### src/rtl/vga_sync_decoder_if.sv
// Sync inputs and recovered-timing outputs of the VGA sync decoder.
// The sync source drives through master; the decoder consumes through slave.
interface vga_sync_decoder_if;
    logic       HSyncIn;
    logic       VSyncIn;
    logic [9:0] hpos;
    logic [9:0] vpos;
    logic       display_en;
    logic       frame_start;
    logic [9:0] line_len;
    logic [9:0] frame_lines;
    logic       locked;
    logic       sync_err;

    modport master (
        output HSyncIn,
        output VSyncIn,
        input  hpos,
        input  vpos,
        input  display_en,
        input  frame_start,
        input  line_len,
        input  frame_lines,
        input  locked,
        input  sync_err
    );

    modport slave (
        input  HSyncIn,
        input  VSyncIn,
        output hpos,
        output vpos,
        output display_en,
        output frame_start,
        output line_len,
        output frame_lines,
        output locked,
        output sync_err
    );
endinterface

### src/rtl/vga_sync_decoder.sv
// Recovers raster position from active-low HSync/VSync, measures line/frame timing, tracks lock.
// Position lags the sync inputs by 3 cycles; no backpressure, every cycle is consumed.
module vga_sync_decoder #(
    parameter int unsigned H_TOTAL      = 800,
    parameter int unsigned H_SYNC_START = 656,
    parameter int unsigned H_DISPLAY    = 640,
    parameter int unsigned V_TOTAL      = 525,
    parameter int unsigned V_SYNC_START = 513,
    parameter int unsigned V_DISPLAY    = 480,
    parameter int unsigned LOCK_FRAMES  = 2
) (
    input  logic             clk,
    input  logic             reset,
    vga_sync_decoder_if.slave bus
);

    localparam logic [9:0] HT       = 10'(H_TOTAL);
    localparam logic [9:0] HSS      = 10'(H_SYNC_START);
    localparam logic [9:0] HD       = 10'(H_DISPLAY);
    localparam logic [9:0] VT       = 10'(V_TOTAL);
    localparam logic [9:0] VSS      = 10'(V_SYNC_START);
    localparam logic [9:0] VD       = 10'(V_DISPLAY);
    localparam logic [9:0] HPER_MAX = 10'd1023;
    localparam logic [3:0] LF       = 4'(LOCK_FRAMES);

    typedef enum logic [1:0] {
        SEARCH = 2'd0,
        VERIFY = 2'd1,
        LOCKED = 2'd2
    } state_t;

    // Sync shift registers: [0]=s1, [1]=s2, [2]=s3 (history).
    logic [2:0] hs_sync;
    logic [2:0] vs_sync;

    logic [9:0] hpos;
    logic [9:0] vpos;
    logic [9:0] hper;
    logic [9:0] lcnt;
    logic [9:0] line_len;
    logic [9:0] frame_lines;
    logic       h_seen;
    logic       sync_err;
    logic       frame_start;
    logic       locked;

    state_t     state;
    state_t     state_nxt;
    logic [3:0] good;
    logic [3:0] good_nxt;

    logic       hedge;
    logic       vedge;
    logic       hwrap;
    logic [9:0] hpos_nxt;
    logic [9:0] vpos_nxt;
    logic [9:0] hper_nxt;
    logic [9:0] lcnt_inc;
    logic [9:0] lcnt_nxt;
    logic       err_line;
    logic       err_tmo;
    logic       err_frame;
    logic       err;

    assign hedge = hs_sync[2] & ~hs_sync[1];
    assign vedge = vs_sync[2] & ~vs_sync[1];

    always_ff @(posedge clk) begin
        if (reset) begin
            hs_sync <= 3'b111;
            vs_sync <= 3'b111;
        end else begin
            hs_sync <= {hs_sync[1:0], bus.HSyncIn};
            vs_sync <= {vs_sync[1:0], bus.VSyncIn};
        end
    end

    always_comb begin
        hwrap    = 1'b0;
        hpos_nxt = hpos + 10'd1;
        vpos_nxt = vpos;
        hper_nxt = hper;
        lcnt_inc = lcnt;
        lcnt_nxt = lcnt;

        if (hedge) begin
            hpos_nxt = HSS;
        end else if (hpos == HT - 10'd1) begin
            hpos_nxt = 10'd0;
            hwrap    = 1'b1;
        end

        // A VSync edge realigns vpos even if hpos wraps on the same cycle.
        if (vedge) begin
            vpos_nxt = VSS;
        end else if (hwrap) begin
            vpos_nxt = (vpos == VT - 10'd1) ? 10'd0 : vpos + 10'd1;
        end

        if (hedge) begin
            hper_nxt = 10'd1;
        end else if (hper != HPER_MAX) begin
            hper_nxt = hper + 10'd1;
        end

        // lcnt_inc already counts an HSync edge landing on the VSync edge cycle.
        lcnt_inc = lcnt + {9'd0, hedge};
        lcnt_nxt = vedge ? {9'd0, hedge} : lcnt_inc;
    end

    always_comb begin
        err_line  = hedge && h_seen && (hper != HT);
        err_tmo   = !hedge && (hper == HPER_MAX - 10'd1);
        err_frame = vedge && (lcnt_inc != VT) && (state != SEARCH);
        err       = err_line || err_tmo || err_frame;
    end

    always_ff @(posedge clk) begin
        if (reset) begin
            state <= SEARCH;
            good  <= 4'd0;
        end else begin
            state <= state_nxt;
            good  <= good_nxt;
        end
    end

    // Errors take priority over a VSync edge arriving on the same cycle.
    always_comb begin
        state_nxt = state;
        good_nxt  = good;
        unique case (state)
            SEARCH: begin
                if (!err && vedge) begin
                    state_nxt = VERIFY;
                    good_nxt  = 4'd0;
                end
            end
            VERIFY: begin
                if (err) begin
                    state_nxt = SEARCH;
                    good_nxt  = 4'd0;
                end else if (vedge) begin
                    good_nxt = good + 4'd1;
                    if ((good + 4'd1) >= LF) begin
                        state_nxt = LOCKED;
                    end
                end
            end
            LOCKED: begin
                if (err) begin
                    state_nxt = SEARCH;
                    good_nxt  = 4'd0;
                end
            end
            default: begin
                state_nxt = SEARCH;
                good_nxt  = 4'd0;
            end
        endcase
    end

    always_ff @(posedge clk) begin
        if (reset) begin
            hpos        <= 10'd0;
            vpos        <= 10'd0;
            hper        <= 10'd0;
            lcnt        <= 10'd0;
            line_len    <= 10'd0;
            frame_lines <= 10'd0;
            h_seen      <= 1'b0;
            sync_err    <= 1'b0;
            frame_start <= 1'b0;
            locked      <= 1'b0;
        end else begin
            hpos        <= hpos_nxt;
            vpos        <= vpos_nxt;
            hper        <= hper_nxt;
            lcnt        <= lcnt_nxt;
            sync_err    <= err;
            frame_start <= (hpos_nxt == 10'd0) && (vpos_nxt == 10'd0);
            locked      <= (state == LOCKED);
            if (hedge) begin
                line_len <= hper;
                h_seen   <= 1'b1;
            end
            if (vedge) begin
                frame_lines <= lcnt_inc;
            end
        end
    end

    assign bus.hpos        = hpos;
    assign bus.vpos        = vpos;
    assign bus.display_en  = (hpos < HD) && (vpos < VD);
    assign bus.frame_start = frame_start;
    assign bus.line_len    = line_len;
    assign bus.frame_lines = frame_lines;
    assign bus.locked      = locked;
    assign bus.sync_err    = sync_err;

endmodule

### src/flat_wrapper.sv
// flat-port wrapper written by rule: the top's interface ports become plain ports
module vga_sync_decoder_flat 
#(
    parameter int unsigned H_TOTAL      = 800,
    parameter int unsigned H_SYNC_START = 656,
    parameter int unsigned H_DISPLAY    = 640,
    parameter int unsigned V_TOTAL      = 525,
    parameter int unsigned V_SYNC_START = 513,
    parameter int unsigned V_DISPLAY    = 480,
    parameter int unsigned LOCK_FRAMES  = 2
)
  (clk, reset, bus_HSyncIn, bus_VSyncIn, bus_hpos, bus_vpos, bus_display_en, bus_frame_start, bus_line_len, bus_frame_lines, bus_locked, bus_sync_err);
  vga_sync_decoder_if bus_i ();
  input  logic clk;
  input  logic reset;
  input wire logic [$bits(bus_i.HSyncIn)-1:0] bus_HSyncIn;
  input wire logic [$bits(bus_i.VSyncIn)-1:0] bus_VSyncIn;
  output wire logic [$bits(bus_i.hpos)-1:0] bus_hpos;
  output wire logic [$bits(bus_i.vpos)-1:0] bus_vpos;
  output wire logic [$bits(bus_i.display_en)-1:0] bus_display_en;
  output wire logic [$bits(bus_i.frame_start)-1:0] bus_frame_start;
  output wire logic [$bits(bus_i.line_len)-1:0] bus_line_len;
  output wire logic [$bits(bus_i.frame_lines)-1:0] bus_frame_lines;
  output wire logic [$bits(bus_i.locked)-1:0] bus_locked;
  output wire logic [$bits(bus_i.sync_err)-1:0] bus_sync_err;
  assign bus_i.HSyncIn = bus_HSyncIn;
  assign bus_i.VSyncIn = bus_VSyncIn;
  assign bus_hpos = bus_i.hpos;
  assign bus_vpos = bus_i.vpos;
  assign bus_display_en = bus_i.display_en;
  assign bus_frame_start = bus_i.frame_start;
  assign bus_line_len = bus_i.line_len;
  assign bus_frame_lines = bus_i.frame_lines;
  assign bus_locked = bus_i.locked;
  assign bus_sync_err = bus_i.sync_err;
  vga_sync_decoder #(.H_TOTAL(H_TOTAL), .H_SYNC_START(H_SYNC_START), .H_DISPLAY(H_DISPLAY), .V_TOTAL(V_TOTAL), .V_SYNC_START(V_SYNC_START), .V_DISPLAY(V_DISPLAY), .LOCK_FRAMES(LOCK_FRAMES)) u_core (.clk(clk), .reset(reset), .bus(bus_i));
endmodule
### config.mk
export PLATFORM = sky130hd
export DESIGN_NAME = vga_sync_decoder_flat
export DESIGN_NICKNAME = d
export VERILOG_FILES = /design/src/rtl/vga_sync_decoder_if.sv /design/src/rtl/vga_sync_decoder.sv /design/src/flat_wrapper.sv
export SDC_FILE = /design/constraint.sdc
export NUM_CORES = 1
export LEC_CHECK = 0
export ABC_AREA = 0
export BUFFER_PORTS_ARGS = -buffer_cell sky130_fd_sc_hd__buf_2
export CAP_MARGIN = 20
export CORE_MARGIN = 5
export CORE_UTILIZATION = 58
export DETAILED_ROUTE_END_ITERATION = 10
export PLACE_DENSITY = 0.8
export SYNTH_ARGS = -nofsm -noshare
export SYNTH_HDL_FRONTEND = slang
export SYNTH_SLANG_ARGS = --single-unit
### constraint.sdc
create_clock -name clk -period 4.9 [get_ports clk]
set_clock_uncertainty 0.2 [all_clocks]
set_input_delay 0.49 -clock clk [delete_from_list [all_inputs] [get_ports clk]]
set_output_delay 0.49 -clock clk [all_outputs]
set_load 0.01 [all_outputs]
* Word-level counts from Yosys, hierarchy flattened *
Index checks and enable logic that the tools add are counted.

word-level totals
  bits in registers = 76
  input port bits = 4
  word-level logic and storage cells = 82

cells by class
  add/sub/neg operators = 5
  $lt $le $gt $ge = 3
  equality and inequality tests = 12
  muxes and demuxes = 21
  bitwise operators = 4
  reduce and logical (&&, ||, !) cells = 21

operators with widths
  cell                                                                            count
  10-bit two-way mux                                                              5
  10-bit by 1-bit adder with 10-bit output (second input constant)                3
  10-bit equality test (second input constant)                                    3
  10-bit inequality test (second input constant)                                  3
  10-bit zero test                                                                2
  4-bit two-way mux                                                               4
  4-bit case mux with 3 select lines                                              1
  10-bit by 1-bit adder with 10-bit output                                        1
  10-bit less-than comparator (second input constant)                             1
  10-bit by 9-bit less-than comparator with 1-bit output (second input constant)  1
  2-bit two-way mux                                                               5
  1-bit logical AND                                                               8
  3-bit by 1-bit inequality test with 1-bit output (second input constant)        2
  2-bit case mux with 3 select lines                                              1
  1-bit two-way mux                                                               5
  4-bit by 1-bit adder with 4-bit output (second input constant)                  1
  4-bit by 2-bit >= comparator with 1-bit output (second input constant)          1
  2-bit by 1-bit inequality test with 1-bit output (second input constant)        2
  4-bit AND reduction                                                             1
  2-bit nonzero test                                                              2
  2-bit OR reduction                                                              2
  3-bit AND reduction                                                             1
  1-bit AND                                                                       2
  2-bit by 1-bit equality test with 1-bit output (second input constant)          1
  other kinds (5)                                                                 8

* Depth between registers and ports, before layout *
  depth in word-level cells = 11
  gate-level depth with buffers = 14
  depth with buffers taken out = 10

* Least setup slack after synthesis *
Ideal clock, no wire load.

  kind = register to register
  from = reg u_core.hs_sync[1]
  to = reg u_core.state[1]
  setup time = 91 ps
  data arrival time = 3,327 ps
  required time = 4,609 ps
  slack = 1,282 ps
  stages on the path, launching flop included = 15
  period minus slack after synthesis = 3,618 ps
  cell sequence = dfxtp_1 nand2b_1 clkbuf_1 inv_2 clkbuf_1 clkbuf_1 ha_1 ha_1 clkbuf_1 nand3_1 xor2_1 nand3b_1 o41ai_1 a21boi_0 a311oi_1

between the ends
  longest elaborated chain between the ends = 11
  elaborated cells on any way between the ends = 21

ends and longest elaborated chain
  what                                                               RTL line                 RTL
  start: declaration                                                 vga_sync_decoder.sv:33   logic [2:0] hs_sync;
  start signal: assignment                                           vga_sync_decoder.sv:73   hs_sync <= {hs_sync[1:0], bus.HSyncIn};
  1-bit NOT *                                                        vga_sync_decoder.sv:65   assign hedge = hs_sync[2] & ~hs_sync[1];
  1-bit AND *                                                        vga_sync_decoder.sv:65
  net u_core.hedge                                                   vga_sync_decoder.sv:52   logic hedge;
  10-bit by 1-bit adder with 10-bit output                           vga_sync_decoder.sv:107  lcnt_inc = lcnt + {9'd0, hedge};
  10-bit inequality test                                             vga_sync_decoder.sv:114  err_frame = vedge && (lcnt_inc != VT) && (state != SEARCH);
  1-bit logical AND (2 in series)                                    vga_sync_decoder.sv:114
  1-bit logical OR *                                                 vga_sync_decoder.sv:115  err = err_line || err_tmo || err_frame;
  1-bit zero test                                                    vga_sync_decoder.sv:134  if (!err && vedge) begin
  1-bit logical AND                                                  vga_sync_decoder.sv:134
  2-bit by 1-bit inequality test with 1-bit output (no source line)  -
  4-bit AND reduction (no source line)                               -
  end signal: assignment                                             vga_sync_decoder.sv:123  state <= state_nxt;
  end: declaration                                                   vga_sync_decoder.sv:47   state_t state;

The timed path passes the listed nets; every way through them passes the cells marked *.
A chain may end at the register's enable or synchronous reset.

* Worst setup path in the final report *
  from = reg u_core.hs_sync[1]
  to = reg u_core.state[0]

between the ends
  longest elaborated chain between the ends = 11
  elaborated cells on any way between the ends = 21

ends and longest elaborated chain
  what                                                               RTL line
  1-bit NOT *                                                        vga_sync_decoder.sv:65
  1-bit AND *                                                        vga_sync_decoder.sv:65
  10-bit by 1-bit adder with 10-bit output                           vga_sync_decoder.sv:107
  10-bit inequality test                                             vga_sync_decoder.sv:114
  1-bit logical AND (2 in series)                                    vga_sync_decoder.sv:114
  1-bit logical OR *                                                 vga_sync_decoder.sv:115
  1-bit zero test                                                    vga_sync_decoder.sv:134
  1-bit logical AND                                                  vga_sync_decoder.sv:134
  2-bit by 1-bit inequality test with 1-bit output (no source line)  -
  4-bit AND reduction (no source line)                               -

Mark *: on every way between the ends. The rest lies on a longest branch, timed or not.

==> summary.txt <==
Outcome
  – Status: completed

CTS
  – TritonCTS sink count: 76
  – Clock-pin transition on the worst setup and hold timing paths: 70 ps
  – Max Buffers Root-to-Sink: 2
  – CTS tree: done
  – H-tree levels: 3
  – CTS Hold Bufs: 0
  – Worst skew pair latency: 350 ps
  – Num CTS Buffers: 9
  – Post_cts resized: 0
  – Root Driver: clkbuf_8
  – Setup bufs post-CTS: 0

Placement
  – Area after DPL: 0.00399 mm2
  – Post-DP HPWL: 5.71 mm
  – Port bufs: 47
  – Final GP Congestion: 0.935

Critical path
  – CP dominant cell by count: ha_1
  – Crit. End Element: flop
  – Crit Path Max Fanout: 21
  – Arr. time, crit path: 3640 ps
  – Worst R2R Path Depth: 10
  – Critical Path Max Stage Delay: 620 ps
  – Reg2reg start: u_core.hs_sync[1]$_SDFF_PP1_
  – Cells along the critical path: nand2b_1 > inv_2 > ha_1 > ha_1 > nand3_1 > xor2_1 > nand3b_1 > nor4_2 > a211oi_1 > o22a_1
  – Req. time, crit path: 4940 ps
  – Worst setup SP type: flop
  – Kind of critical path: reg -> reg
  – Crit. Startpoint: u_core.hs_sync[1]$_SDFF_PP1_
  – Internal reg-to-reg setup slack: 1290 ps
  – Worst R2R End: u_core.state[0]$_SDFFE_PP0P_
  – CP max-delay cell: nor4_2

Floorplanning
  – Row count: 29
  – Die span in y: 90.4 um
  – Die Wd: 90.4 um
  – Initial core utilization: 0.594
  – IO Count: 48
  – Die ar.: 0.00817 mm2
  – Core area: 0.00631 mm2

Routing
  – # DRC: 0
  – Final ANT Viol Nets: 0
  – Detailed Route WL: 8.14 mm
  – DR vias: 3299
  – Routed vias/inst: 5.86
  – DRT iter0 DRCs: 214
  – Routed len/inst: 14.5 um
  – DRT Pass-1 Iters: 5

Min path
  – Hold Crit Depth: 2
  – Hold path startpoint: bus_VSyncIn
  – WHS Endpoint: u_core.vs_sync[0]$_SDFF_PP1_
  – Worst Hold Class: in -> reg

Power
  – Clock power share: 0.359
  – Switch Pwr: 0.277 mW
  – Post-layout power: 1.13 mW
  – Total internal power: 0.850 mW
  – Worst VDD drop: 0.215 mV
  – LEAKAGE: 1.60 nW
  – Sw frac: 0.246
  – Power density over the cells: 272 mW/mm2
  – Combinational power share: 0.070
  – Reg power frac: 0.571

Final layout
  – Area Overhead vs Synth: 10.5%
  – Ant diodes: 0
  – Design Area, Final: 0.00414 mm2
  – Fraction of layout cells with a size suffix above 1: 0.165
  – NumNets Final: 498

STA
  – Setup tns final: 0 ps
  – RSZ-0062 raised after global routing: false
  – Final setup viols: 0
  – Max transition margin: 0.401
  – Fin crit period: 3610 ps
  – Tcrit/Tclk final: 0.736
  – Fin. Hold Viols: 0
  – FMAX: 277 MHz
  – Tightest Pin Transition: 891 ps
  – Final slew viol count: 0

Logic synthesis
  – Sequential share of the synthesized area: 0.406
  – Top cells by count, synth: dfxtp_1 (76), nor2_1 (53), nand2_1 (48)
  – EDFF count, synth: 0
  – Synth Flop Type: dfxtp_1
  – Seq cells post-synth: 76
  – Syn Area/Cell: 8.33 um2
  – Synth top area cells: dfxtp_1 (41%), nor2_1 (5.3%), nand2_1 (4.8%), xor2_1 (4.2%), ha_1 (3.7%)
  – Share of the synthesized area in the top cell type: 0.406
  – Leading area contributor after synthesis: dfxtp_1
  – Fraction of registers with async set/reset: 0
  – Syn nets: 465
  – Cell Area, Synth: 0.00375 mm2
  – Cells after Synth: 450
  – Most numerous cell in the Yosys netlist: dfxtp_1
  – Yosys warnings: 0
  – Post-synthesis cell type count: 60

Global routing
  – Total track usage: 0.200
  – First-pass GRT wire length: 13.9 mm
  – Gr ovfl total: 0
  – Pin count of the biggest net entering global routing: 46
  – Vias in the first global route: 2943
  – Initial antenna violation count: 0

Run
  – Max-cap violations: 0
## registers in the layout (all words and copies together) (netlist names)
name	cells
u_core.bus.frame_lines	10
u_core.bus.frame_start	1
u_core.bus.hpos	10
u_core.bus.line_len	10
u_core.bus.locked	1
u_core.bus.sync_err	1
u_core.bus.vpos	10
u_core.good	4
u_core.h_seen	1
u_core.hper	10
u_core.hs_sync	3
u_core.lcnt	10
u_core.state	2
u_core.vs_sync	3
## cell type report
type | instances | area [um2]
fill | 531 | 2170
multi-input combinational | 335 | 2080
sequential | 76 | 1520
timing repair buffer | 48 | 243
clock buffer | 11 | 141
tap | 77 | 96.3
inverter | 13 | 48.8
clock inverter | 3 | 15.0
## worst max-delay path, delay by kind of cell, from the launching register on
kind | cells | cell delay (ps)
compound gates | 2 | 390
xor+xnor | 1 | 260
fa+ha+maj | 2 | 570
buf+inv | 1 | 450
flops | 1 | 310
simple gates | 4 | 1320
## through the flow
stage,hold slack [ps],cells,util,setup WS [ps]
floorplan,189,450,-,1280
global placement,193,549,0.632,1540
detailed placement,198,549,0.632,1380
CTS,105,563,0.656,1340
global route,113,563,0.656,1010
finish,119,563,0.656,1290
## power groups by stage
stage               Clock, mW  Sequential, mW  Combinational [mW]
finish                  0.405           0.644              0.0788
global route            0.440           0.646              0.0877
CTS                     0.413           0.644              0.0790
detailed placement          0           0.658              0.0784
global placement            0           0.657              0.0766
floorplan                   0           0.655              0.0613
## layer usage
| layer | wire, um | GRT usage | part of all wire | vias up |
|---|---|---|---|---|
| met2 | 3930 | 0.330 | 0.48 | 107 |
| li1 | - | - | - | 1638 |
| met1 | 3610 | 0.257 | 0.44 | 1544 |
| met5 | 0 | 0 | 0 | - |
| met3 | 519 | 0.0508 | 0.064 | 10 |
| met4 | 78 | 0.0596 | 0.0096 | 0 |
## cell families after synthesis
logic type	after synthesis	synth area share
and+or+nand+nor	216	0.305
DFF	76	0.406
AOI/OAI and AO/OA	73	0.128
buffers and inverters	39	0.0400
xor gates and xnor gates	30	0.0701
adders and majority gates	11	0.0367
muxes	5	0.0137
## how the worst max path moves through the flow
stage	endpoint	depth (start not counted)
2_1_floorplan	u_core.state[1]$_SDFFE_PP0P_	14
3_3_place_gp	u_core.bus.sync_err$_SDFF_PP0_	11
3_5_place_dp	u_core.state[0]$_SDFFE_PP0P_	10
4_1_cts	u_core.state[0]$_SDFFE_PP0P_	10
5_1_grt	u_core.state[0]$_SDFFE_PP0P_	10
6_report	u_core.state[0]$_SDFFE_PP0P_	10
## cells in the final DEF (no fill, tap or decap), types with 3 or more instances in the layout
cell type,count
and4_1,3
clkinv_2,3
a31oi_1,5
nor3_1,12
o211ai_1,3
buf_2,47
nand2b_1,12
clkbuf_8,10
or3_1,5
and4b_1,3
a21oi_1,21
nand3_1,19
xor2_1,18
nor3b_1,5
nand2_1,48
nand4_1,13
nand3b_1,4
o21ai_0,15
mux2i_1,4
and3_1,8
nor2_1,53
and2_1,6
dfxtp_1,76
ha_1,11
a211oi_1,7
nor2b_1,3
or2_2,7
xnor2_1,12
inv_1,12
(Power assumes the default switching activity.)
